### src/rtl/pwl_act_pkg.sv
`default_nettype none
// +--------------------------------------------------------------------+
// | pwl_act_pkg : slope-code layout, cfg selects, softplus defaults    |
// | Rev 1.0                                                            |
// +--------------------------------------------------------------------+
package pwl_act_pkg;

  localparam int c_slope_w   = 9;
  localparam int c_a_en_bit  = 8;
  localparam int c_a_sh_lsb  = 5;
  localparam int c_b_en_bit  = 4;
  localparam int c_b_neg_bit = 3;
  localparam int c_b_sh_lsb  = 0;
  localparam int c_sh_w      = 3;

  localparam logic [1:0] c_sel_bp    = 2'd0;
  localparam logic [1:0] c_sel_slope = 2'd1;
  localparam logic [1:0] c_sel_icpt  = 2'd2;

  // Softplus table in Q4.15; applies only when the table has 8 segments.
  localparam int c_def_seg = 8;
  localparam logic signed [19:0] c_def_bp [8] = '{
    20'shE8000, 20'shF4000, 20'shFC000, 20'sh04000,
    20'sh06000, 20'sh0C000, 20'sh16000, 20'sh7FFFF};
  localparam logic [c_slope_w-1:0] c_def_slope [8] = '{
    9'h000, 9'h160, 9'h140, 9'h120, 9'h133, 9'h132, 9'h11B, 9'h100};
  localparam logic signed [19:0] c_def_icpt [8] = '{
    20'sh00000, 20'sh03000, 20'sh04800, 20'sh05800,
    20'sh05000, 20'sh04400, 20'sh02C00, 20'sh00000};

  function automatic logic signed [63:0] sat(input logic signed [63:0] v, input int w);
    logic signed [63:0] hi;
    logic signed [63:0] lo;
    hi = (64'sd1 <<< (w - 1)) - 64'sd1;
    lo = -hi - 64'sd1;
    if (v > hi) return hi;
    if (v < lo) return lo;
    return v;
  endfunction

endpackage
`default_nettype wire

### src/rtl/pwl_seg_table.sv
`default_nettype none
// +--------------------------------------------------------------------+
// | pwl_seg_table : segment register file with defaults and write port |
// | Rev 1.0                                                            |
// +--------------------------------------------------------------------+
module pwl_seg_table
  import pwl_act_pkg::*;
#(
  parameter int DATA_W = 20,
  parameter int SEG    = 8,
  parameter int SEG_W  = $clog2(SEG)
) (
  input  logic                     clk,
  input  logic                     rst_n,
  input  logic                     i_we,
  input  logic [1:0]               i_sel,
  input  logic [SEG_W-1:0]         i_addr,
  input  logic [DATA_W-1:0]        i_data,
  input  logic [SEG_W-1:0]         i_rd_idx,
  output logic signed [DATA_W-1:0] o_bp [SEG],
  output logic [c_slope_w-1:0]     o_slope,
  output logic signed [DATA_W-1:0] o_icpt
);

  logic signed [DATA_W-1:0] r_bp    [SEG];
  logic signed [DATA_W-1:0] r_icpt  [SEG];
  logic [c_slope_w-1:0]     r_slope [SEG];

  logic signed [DATA_W-1:0] w_def_bp    [SEG];
  logic signed [DATA_W-1:0] w_def_icpt  [SEG];
  logic [c_slope_w-1:0]     w_def_slope [SEG];

  for (genvar g = 0; g < SEG; g++) begin : g_def
    if (SEG == c_def_seg) begin : g_softplus
      assign w_def_bp[g]    = DATA_W'(c_def_bp[g]);
      assign w_def_icpt[g]  = DATA_W'(c_def_icpt[g]);
      assign w_def_slope[g] = c_def_slope[g];
    end else begin : g_flat
      assign w_def_bp[g]    = {1'b0, {(DATA_W-1){1'b1}}};
      assign w_def_icpt[g]  = '0;
      assign w_def_slope[g] = '0;
    end
  end

  always_ff @(posedge clk or negedge rst_n) begin
    if (!rst_n) begin
      for (int i = 0; i < SEG; i++) begin
        r_bp[i]    <= w_def_bp[i];
        r_icpt[i]  <= w_def_icpt[i];
        r_slope[i] <= w_def_slope[i];
      end
    end else if (i_we && (int'(i_addr) < SEG)) begin
      case (i_sel)
        c_sel_bp:    r_bp[i_addr]    <= i_data;
        c_sel_slope: r_slope[i_addr] <= i_data[c_slope_w-1:0];
        c_sel_icpt:  r_icpt[i_addr]  <= i_data;
        default:     ;
      endcase
    end
  end

  assign o_bp    = r_bp;
  assign o_slope = r_slope[i_rd_idx];
  assign o_icpt  = r_icpt[i_rd_idx];

endmodule
`default_nettype wire

### src/rtl/pwl_act_pipe.sv
`default_nettype none
// +--------------------------------------------------------------------+
// | pwl_act_pipe : 3-stage streaming piecewise-linear activation unit  |
// | Rev 1.0                                                            |
// +--------------------------------------------------------------------+
module pwl_act_pipe
  import pwl_act_pkg::*;
#(
  parameter int DATA_W = 20,
  parameter int SEG    = 8,
  parameter int SEG_W  = $clog2(SEG)
) (
  input  logic                     clk,
  input  logic                     rst_n,
  input  logic                     i_in_valid,
  output logic                     o_in_ready,
  input  logic signed [DATA_W-1:0] i_in_data,
  output logic                     o_out_valid,
  input  logic                     i_out_ready,
  output logic signed [DATA_W-1:0] o_out_data,
  output logic [SEG_W-1:0]         o_out_seg,
  input  logic                     i_cfg_we,
  input  logic [1:0]               i_cfg_sel,
  input  logic [SEG_W-1:0]         i_cfg_addr,
  input  logic [DATA_W-1:0]        i_cfg_data,
  output logic                     o_cfg_ready
);

  logic                     w_s1_en, w_s2_en, w_s3_en, w_cfg_wr, w_accept;
  logic                     r_s1_valid, r_s2_valid, r_out_valid;
  logic signed [DATA_W-1:0] r_s1_x;
  logic [SEG_W-1:0]         r_s1_seg, r_s2_seg, r_out_seg, w_seg;
  logic signed [DATA_W-1:0] r_s2_a, r_s2_c, r_out_data;
  logic signed [DATA_W:0]   r_s2_b;

  logic signed [DATA_W-1:0] w_bp [SEG];
  logic [c_slope_w-1:0]     w_slope;
  logic signed [DATA_W-1:0] w_icpt;
  logic signed [DATA_W-1:0] w_shr_a, w_shr_b, w_term_a, w_term_b_mag, w_sat;
  logic signed [DATA_W:0]   w_term_b;
  logic signed [DATA_W+1:0] w_sum;

  // A stage may load when its own slot is empty or its content moves on.
  assign w_s3_en     = !r_out_valid || i_out_ready;
  assign w_s2_en     = !r_s2_valid || w_s3_en;
  assign w_s1_en     = !r_s1_valid || w_s2_en;
  assign o_cfg_ready = !(r_s1_valid || r_s2_valid || r_out_valid);
  assign w_cfg_wr    = i_cfg_we && o_cfg_ready;
  assign o_in_ready  = w_s1_en && !w_cfg_wr;
  assign w_accept    = i_in_valid && o_in_ready;

  pwl_seg_table #(.DATA_W(DATA_W), .SEG(SEG), .SEG_W(SEG_W)) u_table (
    .clk      (clk),
    .rst_n    (rst_n),
    .i_we     (w_cfg_wr),
    .i_sel    (i_cfg_sel),
    .i_addr   (i_cfg_addr),
    .i_data   (i_cfg_data),
    .i_rd_idx (r_s1_seg),
    .o_bp     (w_bp),
    .o_slope  (w_slope),
    .o_icpt   (w_icpt)
  );

  // Scanning downward leaves the lowest matching index as the winner.
  always_comb begin
    w_seg = SEG_W'(SEG - 1);
    for (int i = SEG - 2; i >= 0; i--) begin
      if (i_in_data <= w_bp[i]) w_seg = SEG_W'(i);
    end
  end

  assign w_shr_a      = r_s1_x >>> w_slope[c_a_sh_lsb +: c_sh_w];
  assign w_shr_b      = r_s1_x >>> w_slope[c_b_sh_lsb +: c_sh_w];
  assign w_term_a     = w_slope[c_a_en_bit] ? w_shr_a : '0;
  assign w_term_b_mag = w_slope[c_b_en_bit] ? w_shr_b : '0;
  assign w_term_b     = w_slope[c_b_neg_bit] ? -(DATA_W+1)'(w_term_b_mag)
                                             :  (DATA_W+1)'(w_term_b_mag);

  assign w_sum = (DATA_W+2)'(r_s2_a) + (DATA_W+2)'(r_s2_b) + (DATA_W+2)'(r_s2_c);
  assign w_sat = DATA_W'(sat(64'(w_sum), DATA_W));

  always_ff @(posedge clk or negedge rst_n) begin
    if (!rst_n) begin
      r_s1_valid  <= 1'b0;
      r_s1_x      <= '0;
      r_s1_seg    <= '0;
      r_s2_valid  <= 1'b0;
      r_s2_a      <= '0;
      r_s2_b      <= '0;
      r_s2_c      <= '0;
      r_s2_seg    <= '0;
      r_out_valid <= 1'b0;
      r_out_data  <= '0;
      r_out_seg   <= '0;
    end else begin
      if (w_s1_en) begin
        r_s1_valid <= w_accept;
        if (w_accept) begin
          r_s1_x   <= i_in_data;
          r_s1_seg <= w_seg;
        end
      end
      if (w_s2_en) begin
        r_s2_valid <= r_s1_valid;
        if (r_s1_valid) begin
          r_s2_a   <= w_term_a;
          r_s2_b   <= w_term_b;
          r_s2_c   <= w_icpt;
          r_s2_seg <= r_s1_seg;
        end
      end
      if (w_s3_en) begin
        r_out_valid <= r_s2_valid;
        if (r_s2_valid) begin
          r_out_data <= w_sat;
          r_out_seg  <= r_s2_seg;
        end
      end
    end
  end

  assign o_out_valid = r_out_valid;
  assign o_out_data  = r_out_data;
  assign o_out_seg   = r_out_seg;

endmodule
`default_nettype wire

### config.mk
export PLATFORM = sky130hd
export DESIGN_NAME = pwl_act_pipe
export DESIGN_NICKNAME = d
export VERILOG_FILES = /design/src/rtl/pwl_act_pkg.sv /design/src/rtl/pwl_seg_table.sv /design/src/rtl/pwl_act_pipe.sv
export SDC_FILE = /design/constraint.sdc
export NUM_CORES = 1
export LEC_CHECK = 0
export CORE_UTILIZATION = 42
export DETAILED_ROUTE_END_ITERATION = 16
export PLACE_DENSITY = 0.55
export SLEW_MARGIN = 10
export SYNTH_ARGS = -nofsm -noshare
export SYNTH_HDL_FRONTEND = slang
export SYNTH_SLANG_ARGS = --single-unit
### constraint.sdc
create_clock -name clk -period 3.87 [get_ports clk]
set_input_delay 0.774 -clock clk [delete_from_list [all_inputs] [get_ports clk]]
set_output_delay 0.774 -clock clk [all_outputs]
set_load 0.02 [all_outputs]
# --- Yosys cells after proc, flatten, opt, wreduce, memory -nomap -nowiden ---
# Index checks and enable logic that the tools add are counted.
totals:
  reg_bits: 505
  input_bits: 50
  output_inout_bits: 26
  elab_cells: 107
op_classes:
  addsub: 3
  magnitude_cmp: 12
  n_eq_ne: 2
  shifts: 2
  n_mux: 30
  n_bitwise: 2
  n_reduce_logical: 21
ops:
  columns: ["op", "count"]
  rows:
  - ["$bwmux W160", 2]
  - ["$mux W20", 9]
  - ["$le A20 B20 Y1", 7]
  - ["$bwmux W72", 1]
  - ["$bmux W20 S3", 1]
  - ["$demux W20 S3", 1]
  - ["$sshr A20 B3 Y20", 2]
  - ["$bmux W9 S3", 1]
  - ["$demux W9 S3", 1]
  - ["$mux W9", 3]
  - ["$add A20 B21 Y22", 1]
  - ["$add A22 B20 Y22", 1]
  - ["$gt A22 B20 Y1 const B", 1]
  - ["$lt A22 B20 Y1 const B", 1]
  - ["$mux W21", 1]
  - ["$neg A20 Y21", 1]
  - ["$mux W3", 5]
  - ["$reduce_and A2 Y1", 6]
  - ["$ge A4 B4 Y1 const B", 2]
  - ["$not A3 Y4", 2]
  - ["$logic_not A1 Y1", 5]
  - ["$logic_or A1 B1 Y1", 5]
  - ["$logic_and A1 B1 Y1", 4]
  - ["$lt A4 B1 Y1 const B", 1]
  - ["other kinds (5)", 8]

# --- Logic depth before layout (Yosys ltp) ---
depth:
  word_depth: 8
  depth_mapped: 17
  depth_no_buf: 16

# --- Modules after synthesis ---
# Synthesis repeated with hierarchy kept, for this count alone.
unflattened:
  cells_unflattened: 2241
  hier_area_um2: 27744.1
modules_own_cells:
  columns: ["mod", "instances", "cells_each", "area_each_um2", "seq_area_each_um2"]
  rows:
  - ["pwl_seg_table", 1, 989, 16595.9, 9907.0]
  - ["pwl_act_pipe", 1, 1252, 11148.2, 2827.7]

# --- Worst setup path after synthesis ---
# No wires, ideal clock.
synth_timing:
  path_kind: "register -> register"
  startpoint: "register r_s2_a[1]"
  endpoint: "register r_out_data[10] (netlist: o_out_data[10])"
  setup_ns: 0.126
  t_arrival_ns: 3.380
  required_ns: 3.744
  slack_ns: 0.364
  stages_incl_launch_ff: 18
  n_path_buf: 1
  synth_period_minus_slack_ns: 3.506
  path_cell_list: "dfrtp_1 inv_1 fa_1 inv_1 ha_1 inv_1 fa_1 nor2b_1 o21ai_0 a21boi_1 o41a_1 o21ai_1 a311o_1 xor2_1 o21ai_0 and2_1 clkbuf_1 a221o_1"
synth_between:
  elab_chain_cells: 7
  elab_cells_between_ends: 10
  classes_between: "add/sub (2); order compare (2); mux (6)"
synth_rtl:
  columns: ["element", "line_no", "rtl"]
  rows:
  - ["start, declared", "pwl_act_pipe.sv:33", "logic signed [DATA_W-1:0] r_s2_a, r_s2_c, r_out_data;"]
  - ["start signal, assigned", "pwl_act_pipe.sv:107", "r_s2_a <= w_term_a;"]
  - ["$add A20 B21 Y22 (*)", "pwl_act_pipe.sv:80", "assign w_sum = (DATA_W+2)'(r_s2_a) + (DATA_W+2)'(r_s2_b) + (DATA_W+2)'(r_s2_c);"]
  - ["$add A22 B20 Y22 (*)", "pwl_act_pipe.sv:80", null]
  - ["$lt A22 B20 Y1", "pwl_act_pkg.sv:37", "if (v < lo) return lo;"]
  - ["$mux W1 (2 in a row)", "pwl_act_pkg.sv:37", null]
  - ["$mux W20", "pwl_act_pkg.sv:38", "return v;"]
  - ["$mux W20 (*)", "pwl_act_pkg.sv:37", null]
  - ["end signal, assigned", "pwl_act_pipe.sv:116", "r_out_data <= w_sat;"]
  - ["end, declared", "pwl_act_pipe.sv:33", null]
# Every way passes the cells marked *; elsewhere a longest branch is shown, timed or not. The select of a mux whose other input is x is not followed.
# A chain may end at the register's enable or synchronous reset.

# --- Worst setup path after layout ---
layout_timing:
  startpoint: "register r_s1_seg[2]"
  endpoint: "register r_s2_b[17]"
layout_between:
  elab_chain_cells: 8
layout_rtl:
  columns: ["element", "line_no", "rtl"]
  rows:
  - ["start, declared", "pwl_act_pipe.sv:32", "logic [SEG_W-1:0] r_s1_seg, r_s2_seg, r_out_seg, w_seg;"]
  - ["start signal, assigned", "pwl_act_pipe.sv:101", "r_s1_seg <= w_seg;"]
  - ["$not A3 Y4 (not written as such) (*)", "pwl_seg_table.sv:63", "assign o_slope = r_slope[i_rd_idx];"]
  - ["$bmux W9 S3 (*)", "pwl_seg_table.sv:63", null]
  - ["$mux W9 (not written as such) (*) (2 in a row)", "pwl_seg_table.sv:63", null]
  - ["$sshr A20 B3 Y20", "pwl_act_pipe.sv:74", "assign w_shr_b = r_s1_x >>> w_slope[c_b_sh_lsb +: c_sh_w];"]
  - ["$mux W20", "pwl_act_pipe.sv:76", "assign w_term_b_mag = w_slope[c_b_en_bit] ? w_shr_b : '0;"]
  - ["$neg A20 Y21", "pwl_act_pipe.sv:77", "assign w_term_b = w_slope[c_b_neg_bit] ? -(DATA_W+1)'(w_term_b_mag)"]
  - ["$mux W21 (*)", "pwl_act_pipe.sv:77", null]
  - ["end signal, assigned", "pwl_act_pipe.sv:108", "r_s2_b <= w_term_b;"]
  - ["end, declared", "pwl_act_pipe.sv:34", "logic signed [DATA_W:0] r_s2_b;"]
# Marked as above.

==> reports/qor.txt <==
Status: complete, but fails checks
Failing checks: DRC
GRT busiest layer: met2
Met2 GRT Util: 38.30%
Most frequent cells in the layout: dfrtp_1, mux2_2, nand2_1, o21ai_0, inv_1
Initial antenna violation count: 3
Clock-pin slew on the worst setup and hold paths: 0.06 ns
All-layer global routing usage: 22.76%
Quantity of I/O buffers inserted on ports: 75
Post-route cell area: 30820 um2
Share of the clock period used by the worst path: 93.18%
Drt wl/cell: 21.04 um
Row Count: 92
Setup-failing EPs final: 0
Syn_area_per_cell: 11.08 um2
Die Y: 254.2 um
Area post-placement: 28960 um2
Worst endpoint data arrival time: 4.10 ns
Skew-Pair Late Insertion Delay: 0.63 ns
Fin worst setup slack: 0.2641 ns
Vias/cell: 5.506
Post-synth ARST share: 100.0%
Reg2reg start: r_s1_seg[2]
Mapped Area: 26720 um2
# H-tree levels: 2
Startpoint types: flip-flop
Ys flop type: dfrtp_1
Worst-Margin Slew: 1.252 ns
Tot Pwr: 14.91 mW
Number of global-route vias before repair: 19329
Seq/Total Area, Yosys: 45.69%
GR Util met3: 2.592%
Synth area leader: dfrtp_1
Detailed placement HPWL: 51950 um
CTS tree: built
Peak VDD IR: 353.1 uV
Crit end category: flip-flop
Ys Warns: 0
Worst rel slew slack: 16.29%
Sinks on the clock net: 485
Clock skew: 0.01372 ns
Routability Congestion: 0.9281
CP Max Fanout: 11
Die width: 254.2 um
Crit path launch: r_s1_seg[2]
Post-synth EDFFs: 0
First-pass GRT wire length: 112600 um
Grt met1 use: 30.83%
Synth top area cells: dfrtp_1, mux2_2, ha_1
Post-route DRC: 2
FF-to-FF path depth: 12
F_max: 277.3 MHz
Hold WC Path Type: in2async
LEAKAGE: 15.17 nW
P per Cell Area: 483.6 nW/um2
DR vias: 18730
Max-slew violations: 0
Synthesized instance count: 2412
I/O pin count: 76
Crit path required time: 4.37 ns
Syn-to-layout area delta: 15.34%
CTS root buffer: clkbuf_16
Die area: 64640 um2
Yosys cell types: 83
Yosys reg bits: 485
Syn nets: 2645
CTS Buffer Depth: 3
Iteration-0 DRC Markers: 997
Detail Route Antenna Nets: 0
Grt ovf: 0
Pin count of the biggest net entering global routing: 82
Share of the synthesized area in the top cell type: 39.89%
TritonCTS buffer count: 56
Fin. Hold Viols: 0
Post-Route WL: 71580 um
Final #Nets: 2743
RSZ-0062 raised after global routing: false
Setup TNS: 0 ns
Maxcap violations: 0
Layout cells sized above 1: 24.17%
Setup CP Type: reg2reg
Placement Setup Slack: -0.4043 ns
Commonest non-fill, non-tap cell in the layout: dfrtp_1
Initial core utilization: 42.44%
DR pass1 iterations: 11
Min Tclk post-route: 3.606 ns
Area of the core: 62970 um2
metrics by stage:
| stage | hold slack, ns | instances | util (%) |
|---|---|---|---|
| 2_1_floorplan | 0.4386 | 2412 | - |
| 3_3_place_gp | 0.4604 | 3298 | 46.00 |
| 3_5_place_dp | 0.4620 | 3298 | 46.00 |
| 4_1_cts | 0.1818 | 3399 | 48.89 |
| 5_1_grt | 0.2025 | 3401 | 48.95 |
| 6_report | 0.1613 | 3402 | 48.95 |
cell families (layout without fill, tap and decap cells):
kind of cell / after synthesis / in the layout / synth area share (%)
mux: 417 / 417 / 19.50
compound gates: 502 / 502 / 11.74
other cells: 0 / 3 / 0
flops: 485 / 485 / 45.69
simple gates: 491 / 491 / 8.442
buf+inv: 301 / 442 / 4.359
fa+ha+maj: 183 / 183 / 9.186
xor+xnor: 33 / 33 / 1.082
final cells by class:
type                    instances  area [um2]
diodes                          3       7.507
clock buffers                  80        1603
clock inverters                21       207.7
fillers                      5777       32140
inverters                     167       626.9
multi-input cells            1626       13470
flip-flops and latches        485       12220
well taps                     846        1059
repair buffers                174        1637
critical path: stages, from the launching register on:
cell     delay (ns)
dfrtp_2        0.54
buf_4          0.23
mux2i_1        0.26
a22o_2         0.31
nor2_4         0.08
buf_4          0.20
xnor2_1        0.38
o22ai_1        0.16
a211o_1        0.36
nor3_1         0.35
a41oi_1        0.21
xnor2_1        0.27
o21ai_1        0.10
flip-flops by register name, indices dropped and copies added, names as in the netlist, 3 cells and up:
signal and cells:
u_table.r_slope 72, r_s1_seg 3, u_table.o_bp 140, r_s2_a 20
r_s1_x 20, r_s2_c 20, u_table.r_icpt 160, r_s2_seg 3
o_out_seg 3, r_s2_b 21, o_out_data 20
final timing paths:
check,to,slack [ns]
setup / recovery,r_s2_b[17],0.26
hold / removal,u_table.r_slope[21],0.16
setup reg to reg,r_s2_b[17],0.26
hold reg to reg,o_out_seg[2],0.47
max in group asynchronous,u_table.r_icpt[133],2.70
min in group clk,o_out_seg[2],0.47
power by group:
group	leakage, nW	internal, mW	switching [mW]	total [mW]
logic	8.38	1.59	2.22	3.82
clock network	0.888	3.02	2.21	5.23
registers	5.91	5.52	0.335	5.86
layer usage:
| layer | vias up | routed length, um |
|---|---|---|
| met5 | - | 15 |
| met2 | 324 | 34650 |
| li1 | 8814 | - |
| met3 | 104 | 2556 |
| met4 | 2 | 1684 |
| met1 | 9486 | 32670 |
timing repair:
item	4_1_cts	5_1_grt
setup buffers	0	0
setup endpoints to repair	13	21
hold buffers	0	0
gates resized for setup	2	10
pin swaps	0	1
cells in the mapped netlist (38+ instances only):
cell,n
a21oi_1,68
nand2_1,260
mux2_2,268
inv_1,167
a21o_1,57
clkbuf_1,102
nor2_1,65
mux4_2,55
dfstp_2,59
o21ai_0,234
ha_1,161
mux2i_1,93
dfrtp_1,426
nand3_1,38
No activity file was read; power rests on OpenSTA's default activity.
